--- config.mk ---
export PLATFORM = sky130hd
export DESIGN_NAME = booth_datapath_flat
export DESIGN_NICKNAME = d
export VERILOG_FILES = /design/src/rtl/booth_datapath_if.sv /design/src/rtl/booth_datapath.sv /design/src/flat_wrapper.sv
export SDC_FILE = /design/constraint.sdc
export NUM_CORES = 1
export LEC_CHECK = 0
export CAP_MARGIN = 20
export CORE_MARGIN = 1.5
export CORE_UTILIZATION = 46
export CTS_BUF_LIST = sky130_fd_sc_hd__clkbuf_4 sky130_fd_sc_hd__clkbuf_8
export CTS_CLUSTER_DIAMETER = 150
export CTS_CLUSTER_SIZE = 8
export DETAILED_ROUTE_END_ITERATION = 16
export PLACE_DENSITY_LB_ADDON = 0.08
export SLEW_MARGIN = 20
export SYNTH_ARGS = -nofsm -noshare
export SYNTH_HDL_FRONTEND = slang
export SYNTH_SLANG_ARGS = --single-unit
--- constraint.sdc ---
create_clock -name clk -period 2.5 [get_ports clk]
set_input_delay 0.25 -clock clk [delete_from_list [all_inputs] [get_ports clk]]
set_output_delay 0.25 -clock clk [all_outputs]
set_load 0.05 [all_outputs]
--- src/rtl/booth_datapath_if.sv ---
// Bundle between the Booth sequencer and the multiplier datapath.
// The sequencer drives the round flags and operands; the datapath returns result/status.
interface booth_datapath_if #(
  parameter int size = 8
);
  logic              data_path_en;
  logic              first_round;
  logic              last_round;
  logic [size-1:0]   multiplicand;
  logic [size-1:0]   multiplier;
  logic [2*size-1:0] product;
  logic              done;
  logic              busy;

  modport master (
    output data_path_en, first_round, last_round,
    output multiplicand, multiplier,
    input  product, done, busy
  );

  modport slave (
    input  data_path_en, first_round, last_round,
    input  multiplicand, multiplier,
    output product, done, busy
  );
endinterface

--- src/rtl/booth_datapath.sv ---
// Radix-2 signed Booth multiplier datapath.
// One load round, then one add/sub-and-shift per enabled round.
module booth_datapath #(
  parameter int size = 8
) (
  input logic             clk,
  input logic             rst,
  booth_datapath_if.slave bus
);
  localparam int W = size + 1;

  logic [W-1:0]      a_q, a_d;
  logic [W-1:0]      m_q, m_d;
  logic [size-1:0]   q_q, q_d;
  logic              qm1_q, qm1_d;
  logic [2*size-1:0] prod_q, prod_d;
  logic              done_q, done_d;
  logic              busy_q, busy_d;
  logic [W-1:0]      sum;
  logic [2*size+1:0] shf;

  // Extra accumulator bit keeps A - M exact for M = -2^(size-1).
  always_comb begin
    sum = a_q;
    unique case ({q_q[0], qm1_q})
      2'b01:   sum = a_q + m_q;
      2'b10:   sum = a_q - m_q;
      default: sum = a_q;
    endcase
    shf = {sum[W-1], sum, q_q};
  end

  always_comb begin
    a_d    = a_q;
    m_d    = m_q;
    q_d    = q_q;
    qm1_d  = qm1_q;
    prod_d = prod_q;
    busy_d = busy_q;
    done_d = 1'b0;
    unique case (1'b1)
      !bus.data_path_en: begin
      end
      bus.data_path_en && bus.first_round: begin
        a_d    = '0;
        q_d    = bus.multiplier;
        qm1_d  = 1'b0;
        m_d    = {bus.multiplicand[size-1],
                  bus.multiplicand};
        busy_d = 1'b1;
      end
      bus.data_path_en && !bus.first_round: begin
        a_d   = shf[2*size+1:size+1];
        q_d   = shf[size:1];
        qm1_d = shf[0];
        if (bus.last_round) begin
          prod_d = shf[2*size:1];
          done_d = 1'b1;
          busy_d = 1'b0;
        end
      end
    endcase
  end

  always_ff @(posedge clk or negedge rst) begin
    if (!rst) begin
      a_q    <= '0;
      m_q    <= '0;
      q_q    <= '0;
      qm1_q  <= 1'b0;
      prod_q <= '0;
      done_q <= 1'b0;
      busy_q <= 1'b0;
    end else begin
      a_q    <= a_d;
      m_q    <= m_d;
      q_q    <= q_d;
      qm1_q  <= qm1_d;
      prod_q <= prod_d;
      done_q <= done_d;
      busy_q <= busy_d;
    end
  end

  assign bus.product = prod_q;
  assign bus.done    = done_q;
  assign bus.busy    = busy_q;
endmodule

--- src/flat_wrapper.sv ---
// flat-port wrapper written by rule: the top's interface ports become plain ports
module booth_datapath_flat 
#(
  parameter int size = 8
)
  (clk, rst, bus_data_path_en, bus_first_round, bus_last_round, bus_multiplicand, bus_multiplier, bus_product, bus_done, bus_busy);
  booth_datapath_if #(.size(size)) bus_i ();
  input logic clk;
  input logic rst;
  input wire logic [$bits(bus_i.data_path_en)-1:0] bus_data_path_en;
  input wire logic [$bits(bus_i.first_round)-1:0] bus_first_round;
  input wire logic [$bits(bus_i.last_round)-1:0] bus_last_round;
  input wire logic [$bits(bus_i.multiplicand)-1:0] bus_multiplicand;
  input wire logic [$bits(bus_i.multiplier)-1:0] bus_multiplier;
  output wire logic [$bits(bus_i.product)-1:0] bus_product;
  output wire logic [$bits(bus_i.done)-1:0] bus_done;
  output wire logic [$bits(bus_i.busy)-1:0] bus_busy;
  assign bus_i.data_path_en = bus_data_path_en;
  assign bus_i.first_round = bus_first_round;
  assign bus_i.last_round = bus_last_round;
  assign bus_i.multiplicand = bus_multiplicand;
  assign bus_i.multiplier = bus_multiplier;
  assign bus_product = bus_i.product;
  assign bus_done = bus_i.done;
  assign bus_busy = bus_i.busy;
  booth_datapath #(.size(size)) u_core (.clk(clk), .rst(rst), .bus(bus_i));
endmodule
* Word level (Yosys, flattened, before mapping)
Index checks and enable logic that the tools add are counted.
** Storage, ports and cells
- Bits in latches :: 0
- Memories kept :: 0
- Register bits :: 44
- Memory bits (read-only) :: 0
- Output and inout port bits :: 18
- Memory bits (writable) :: 0
- Word-level logic and storage cells :: 26
** Operators by class
- Equal/unequal tests :: 3
- Add/subtract/negate cells :: 2
- Bitwise gates (word level) :: 0
- Muxes and demuxes :: 8
- Magnitude comparators :: 0
- Shift operators :: 0
- Reduce and logical (&&, ||, !) cells :: 6
- Multiply operators :: 0
- Div/mod/pow operators :: 0
** Operators with widths (count)
- $pmux W9 S2 :: 2
- $pmux W8 S2 :: 1
- $add A9 B9 Y9 :: 1
- $sub A9 B9 Y9 :: 1
- $pmux W1 S2 :: 2
- $reduce_and A2 Y1 :: 2
- $mux W1 :: 3
- $eq A2 B1 Y1 const B :: 1
- $eq A2 B2 Y1 const B :: 1
- $logic_and A1 B1 Y1 :: 2
- $ne A2 B2 Y1 const B :: 1
- $reduce_bool A2 Y1 :: 1
- $logic_not A1 Y1 :: 1

* Longest topological paths before layout
- Depth in word-level cells :: 4
- Mapped depth :: 11
- Depth with buffers taken out :: 11

* Least setup slack after synthesis
OpenSTA, ideal clock, no wires.
- Path type :: reg2reg
- From :: register u_core.q_q[0]
- To :: register u_core.a_q[7]
- Library setup time :: 87 ps
- Arrival time :: 2386 ps
- Period minus slack after synthesis :: 2473 ps
- Stages on the path, launching flop included :: 11
- Slack :: 27 ps
- Cells stage by stage :: dfrtp_1 -> ha_1 -> buf_2 -> a21oi_1 -> xnor2_1 -> ha_1 -> a21o_1 -> a31o_1 -> o21a_1 -> or4b_1 -> o211ai_1
** On the way
- Longest elaborated chain between the ends :: 3
** RTL lines
- start: declaration :: line booth_datapath.sv:14 : logic [size-1:0] q_q, q_d;
- start signal: assignment :: line booth_datapath.sv:77 : q_q <= q_d;
- $eq A2 B2 Y1 / $eq A2 B1 Y1 (equally long branches) :: line booth_datapath.sv:25 : unique case ({q_q[0], qm1_q})
- $pmux W9 S2 * :: line booth_datapath.sv:25
- $pmux W9 S2 * :: line booth_datapath.sv:41 : unique case (1'b1)
- end signal: assignment :: line booth_datapath.sv:67 : a_q <= '0;
- end signal: assignment :: line booth_datapath.sv:75 : a_q <= a_d;
- end: declaration :: line booth_datapath.sv:12 : logic [W-1:0] a_q, a_d;
Mark *: on every way between the ends. The rest lies on a longest branch, timed or not.
A chain may end at the register's enable or synchronous reset.

* Final worst setup path
- From :: register u_core.m_q[1]
- To :: register u_core.a_q[7]
** On the way
- Longest elaborated chain between the ends :: 3
** RTL lines
- start: declaration :: line booth_datapath.sv:13 : logic [W-1:0] m_q, m_d;
- start signal: assignment :: line booth_datapath.sv:76 : m_q <= m_d;
- $sub A9 B9 Y9 / $add A9 B9 Y9 (equally long branches) :: line booth_datapath.sv:27, booth_datapath.sv:26
- $pmux W9 S2 * :: line booth_datapath.sv:25
- $pmux W9 S2 * :: line booth_datapath.sv:41
Marks and branches as above.

==> impl_metrics.env <==
export IMPL_crit_family="simple AND/OR/NAND/NOR gates"
export IMPL_fin_crit_ps=2570
export IMPL_numCtsBuffers=5
export IMPL_fp_dieW_um=73.5
export IMPL_crit_start="u_core.m_q[1]"
export IMPL_synth_area_leaders="dfrtp_1 (47%), nand2_1 (6.4%), ha_1 (5.5%)"
export IMPL_coreArea_sq_mm=0.00475
export IMPL_synth_edf_count=0
export IMPL_ys_seq_elements=43
export IMPL_setup_violations=2
export IMPL_async_flop_share=1.00
export IMPL_p_clk_frac=0.144
export IMPL_path_class="register to register"
export IMPL_synthFlopType="dfrtp_1"
export IMPL_root_buffer="clkbuf_8"
export IMPL_cts_sinks=43
export IMPL_synthAdderAreaFrac=0.0635
export IMPL_groute_usage_overall=0.188
export IMPL_r2r_start="u_core.m_q[1]"
export IMPL_slew_viol_final=0
export IMPL_areaGrowthSynthToFinish_pct=33.7
export IMPL_fin_tns_setup_ps=-135
export IMPL_drc=0
export IMPL_path_buf_inv=1
export IMPL_synth_area_sq_mm=0.00228
export IMPL_grt_pass1_vias=1777
export IMPL_io_buffers=38
export IMPL_reg2reg_slack_ps=-70
export IMPL_ys_seq_area_frac=0.471
export IMPL_period_share=1.03
export IMPL_synth_top_family_by_area="simple AND/OR/NAND/NOR gates"
export IMPL_path_cells="inv_1 -> ha_2 -> nor3b_4 -> nor2_2 -> xnor2_1 -> ha_2 -> a21o_1 -> a31o_1 -> o21a_1 -> or4b_1 -> o211ai_1"
export IMPL_dp_hpwl_um=3440
export IMPL_combPwrFrac=0.551
export IMPL_utilization=0.642
export IMPL_max_freq_mhz=389
export IMPL_clockBufferDepth=2
export IMPL_synth_compound_area_frac=0.147
export IMPL_finalNetCount=332
export IMPL_power_switching_mw=1.41
export IMPL_pwr_density_cell_mw_per_mm2=1110
export IMPL_fp_row_count=25
export IMPL_cts_tree="built"
export IMPL_place_ws_ps=-98.9
export IMPL_netlist_area_leader_share=0.471
export IMPL_post_route_cell_area_sq_mm=0.00305
export IMPL_reg2reg_depth=11
export IMPL_outcome="finished with violations"
export IMPL_drtIter0Drc=67
export IMPL_vias=1883
export IMPL_num_io_pins=39
export IMPL_drive_above_1_share=0.193
export IMPL_vias_per_cell=5.12
export IMPL_postPlaceCellArea_sq_mm=0.00284
export IMPL_die_h_um=73.5
export IMPL_firstDrtPassIters=4
export IMPL_cp_max_fo=4
export IMPL_leakagePower_nw=1.40
export IMPL_setup_ws_ps=-70.2
export IMPL_rsz0062_at_grt="yes"
export IMPL_finalClockSkew_ps=5.65
export IMPL_worstMarginPinSlew_ps=944
export IMPL_reg2reg_to="u_core.a_q[7]"
export IMPL_internal_power_mw=1.98
export IMPL_h_tree_depth=2
export IMPL_cp_arrival_ps=2790
export IMPL_ys_types=42
export IMPL_path_depth=11
export IMPL_critPathCaptureType="register"
export IMPL_violations="setup timing"
export IMPL_slew_limit_headroom=0.371
export IMPL_cap_violations=0
export IMPL_ir_drop_v=0.000456
export IMPL_synth_warnings=0
export IMPL_grt_max_degree=44
export IMPL_critPathLaunchType="register"
export IMPL_synthXorXnorAreaFrac=0.0345
export IMPL_synth_nets=271
export IMPL_die_area_sq_mm=0.00540
export IMPL_required_ps=2720
export IMPL_postRouteAntennaNets=0
export IMPL_slowest_stage="or4b_1"
export IMPL_place_gp_congestion=0.808
export IMPL_grt_remaining_overflow=0
export IMPL_path_clk_slew_ps=80
export IMPL_start_util=0.481
export IMPL_synthMuxAreaShare=0.0882
export IMPL_cp_common_cell="ha_2"
export IMPL_wl_um=4730
export IMPL_diodes=0
export IMPL_postSynthAreaPerCell_sq_um=9.56
export IMPL_pwr_share_seq=0.305
export IMPL_fin_cells=368
export IMPL_slowest_delay_ps=460
export IMPL_clk_latency_ps=300
export IMPL_antenna_found_initial=0
export IMPL_grt_pass1_wl_um=7870
export IMPL_numPlacedInstances=353
export IMPL_hold_viol=0
export IMPL_post_drt_wl_per_cell_um=12.8
export IMPL_min_path_type="input port to async pin"
export IMPL_synthSimpleGateAreaFrac=0.157
export IMPL_yosys_area_top_type="dfrtp_1"
export IMPL_switching_share=0.416
export IMPL_endpoint="u_core.a_q[7]"
export IMPL_syn_inst=239
==> Yosys cell counts, types with 2 or more instances <==
library cell,number
nand4_1,2
ha_1,10
a21oi_1,16
buf_2,3
o21ai_0,12
xnor2_1,7
inv_1,13
a21o_1,3
o21a_1,3
nor3_1,4
clkbuf_1,5
o31ai_1,2
nand3_1,2
mux2_2,9
mux2i_1,10
nand2_1,39
nor2b_1,4
xor2_1,2
a31oi_1,2
nor2_1,21
dfrtp_1,43
o22ai_1,7
==> layout by cell type (no fill, tap or decap), types with 2 or more instances in the layout <==
cell	synthesis	layout
nand2_1	39	39
a21oi_2	0	4
a21o_1	3	3
inv_1	13	12
a21oi_1	16	12
o21ai_0	12	11
buf_4	0	25
mux2_2	9	9
nand4_1	2	2
xnor2_1	7	7
o31ai_1	2	2
ha_1	10	7
nor3_2	0	2
mux2i_1	10	9
xor2_1	2	2
o21a_1	3	3
nor2b_1	4	4
clkbuf_8	0	7
dfrtp_1	43	43
clkdlybuf4s50_1	0	37
nand3_1	2	2
nor2_1	21	20
ha_2	0	3
a31oi_1	2	2
o22ai_1	7	7
==> layer usage <==
layer  track usage  up-vias  wire [um]
li1              -      958          -
met1         0.265      877       2360
met2         0.292       43       2130
met3        0.0370        5        186
met4        0.0556        0         46
met5             0        -          0
==> per-stage QoR <==
step	power (mW)	hold slack, ps
2_1_floorplan	2.21	-45.6
3_3_place_gp	2.77	454
3_5_place_dp	2.79	453
4_1_cts	3.35	128
5_1_grt	3.64	183
6_report	3.39	93.1
==> registers in the layout (all words and copies together) (netlist names) <==
signal	cells
u_core.a_q	8
u_core.bus.busy	1
u_core.bus.done	1
u_core.bus.product	16
u_core.m_q	8
u_core.q_q	8
u_core.qm1_q	1
==> power groups by stage <==
| stage | Combinational (mW) | Sequential, mW | Clock (mW) |
|---|---|---|---|
| 2_1_floorplan | 0.856 | 1.36 | 0 |
| 3_3_place_gp | 1.73 | 1.04 | 0 |
| 3_5_place_dp | 1.75 | 1.04 | 0 |
| 4_1_cts | 1.81 | 1.03 | 0.505 |
| 5_1_grt | 2.05 | 1.06 | 0.525 |
| 6_report | 1.87 | 1.04 | 0.487 |
==> cell type report <==
class | count | area, sq um
Fill cell | 421 | 1700
Sequential cell | 43 | 1080
Tap cell | 67 | 83.8
Multi-Input combinational cell | 173 | 1170
Clock inverter | 1 | 7.51
Inverter | 14 | 52.6
Timing Repair Buffer | 63 | 563
Clock buffer | 7 | 96.3
==> worst min-delay path by stage <==
stage / startpoint / end
detailed placement: rst / u_core.bus.product[12]
global placement: rst / u_core.bus.product[12]
CTS: rst / u_core.bus.product[12]
floorplan: rst / u_core.a_q[0]
global route: rst / u_core.bus.product[12]
finish: rst / u_core.bus.product[12]
==> what timing repair did <==
action,4_1_cts,5_1_grt
pin swaps,2,5
endpoints found under the setup margin,2,10
hold buffers,0,0
endpoints found under the hold margin,0,0
gates resized for setup,5,11
buffers inserted,4,3
==> cells by family (layout without fill, tap and decap cells) <==
family,after synthesis,count (layout)
muxes,19,19
AOI/OAI and AO/OA,54,54
and+or+nand+nor,80,80
buffers and inverters,23,85
adders and majority gates,11,11
xor gates and xnor gates,9,9
DFF,43,43
No activity file was read; power rests on OpenSTA's default activity.
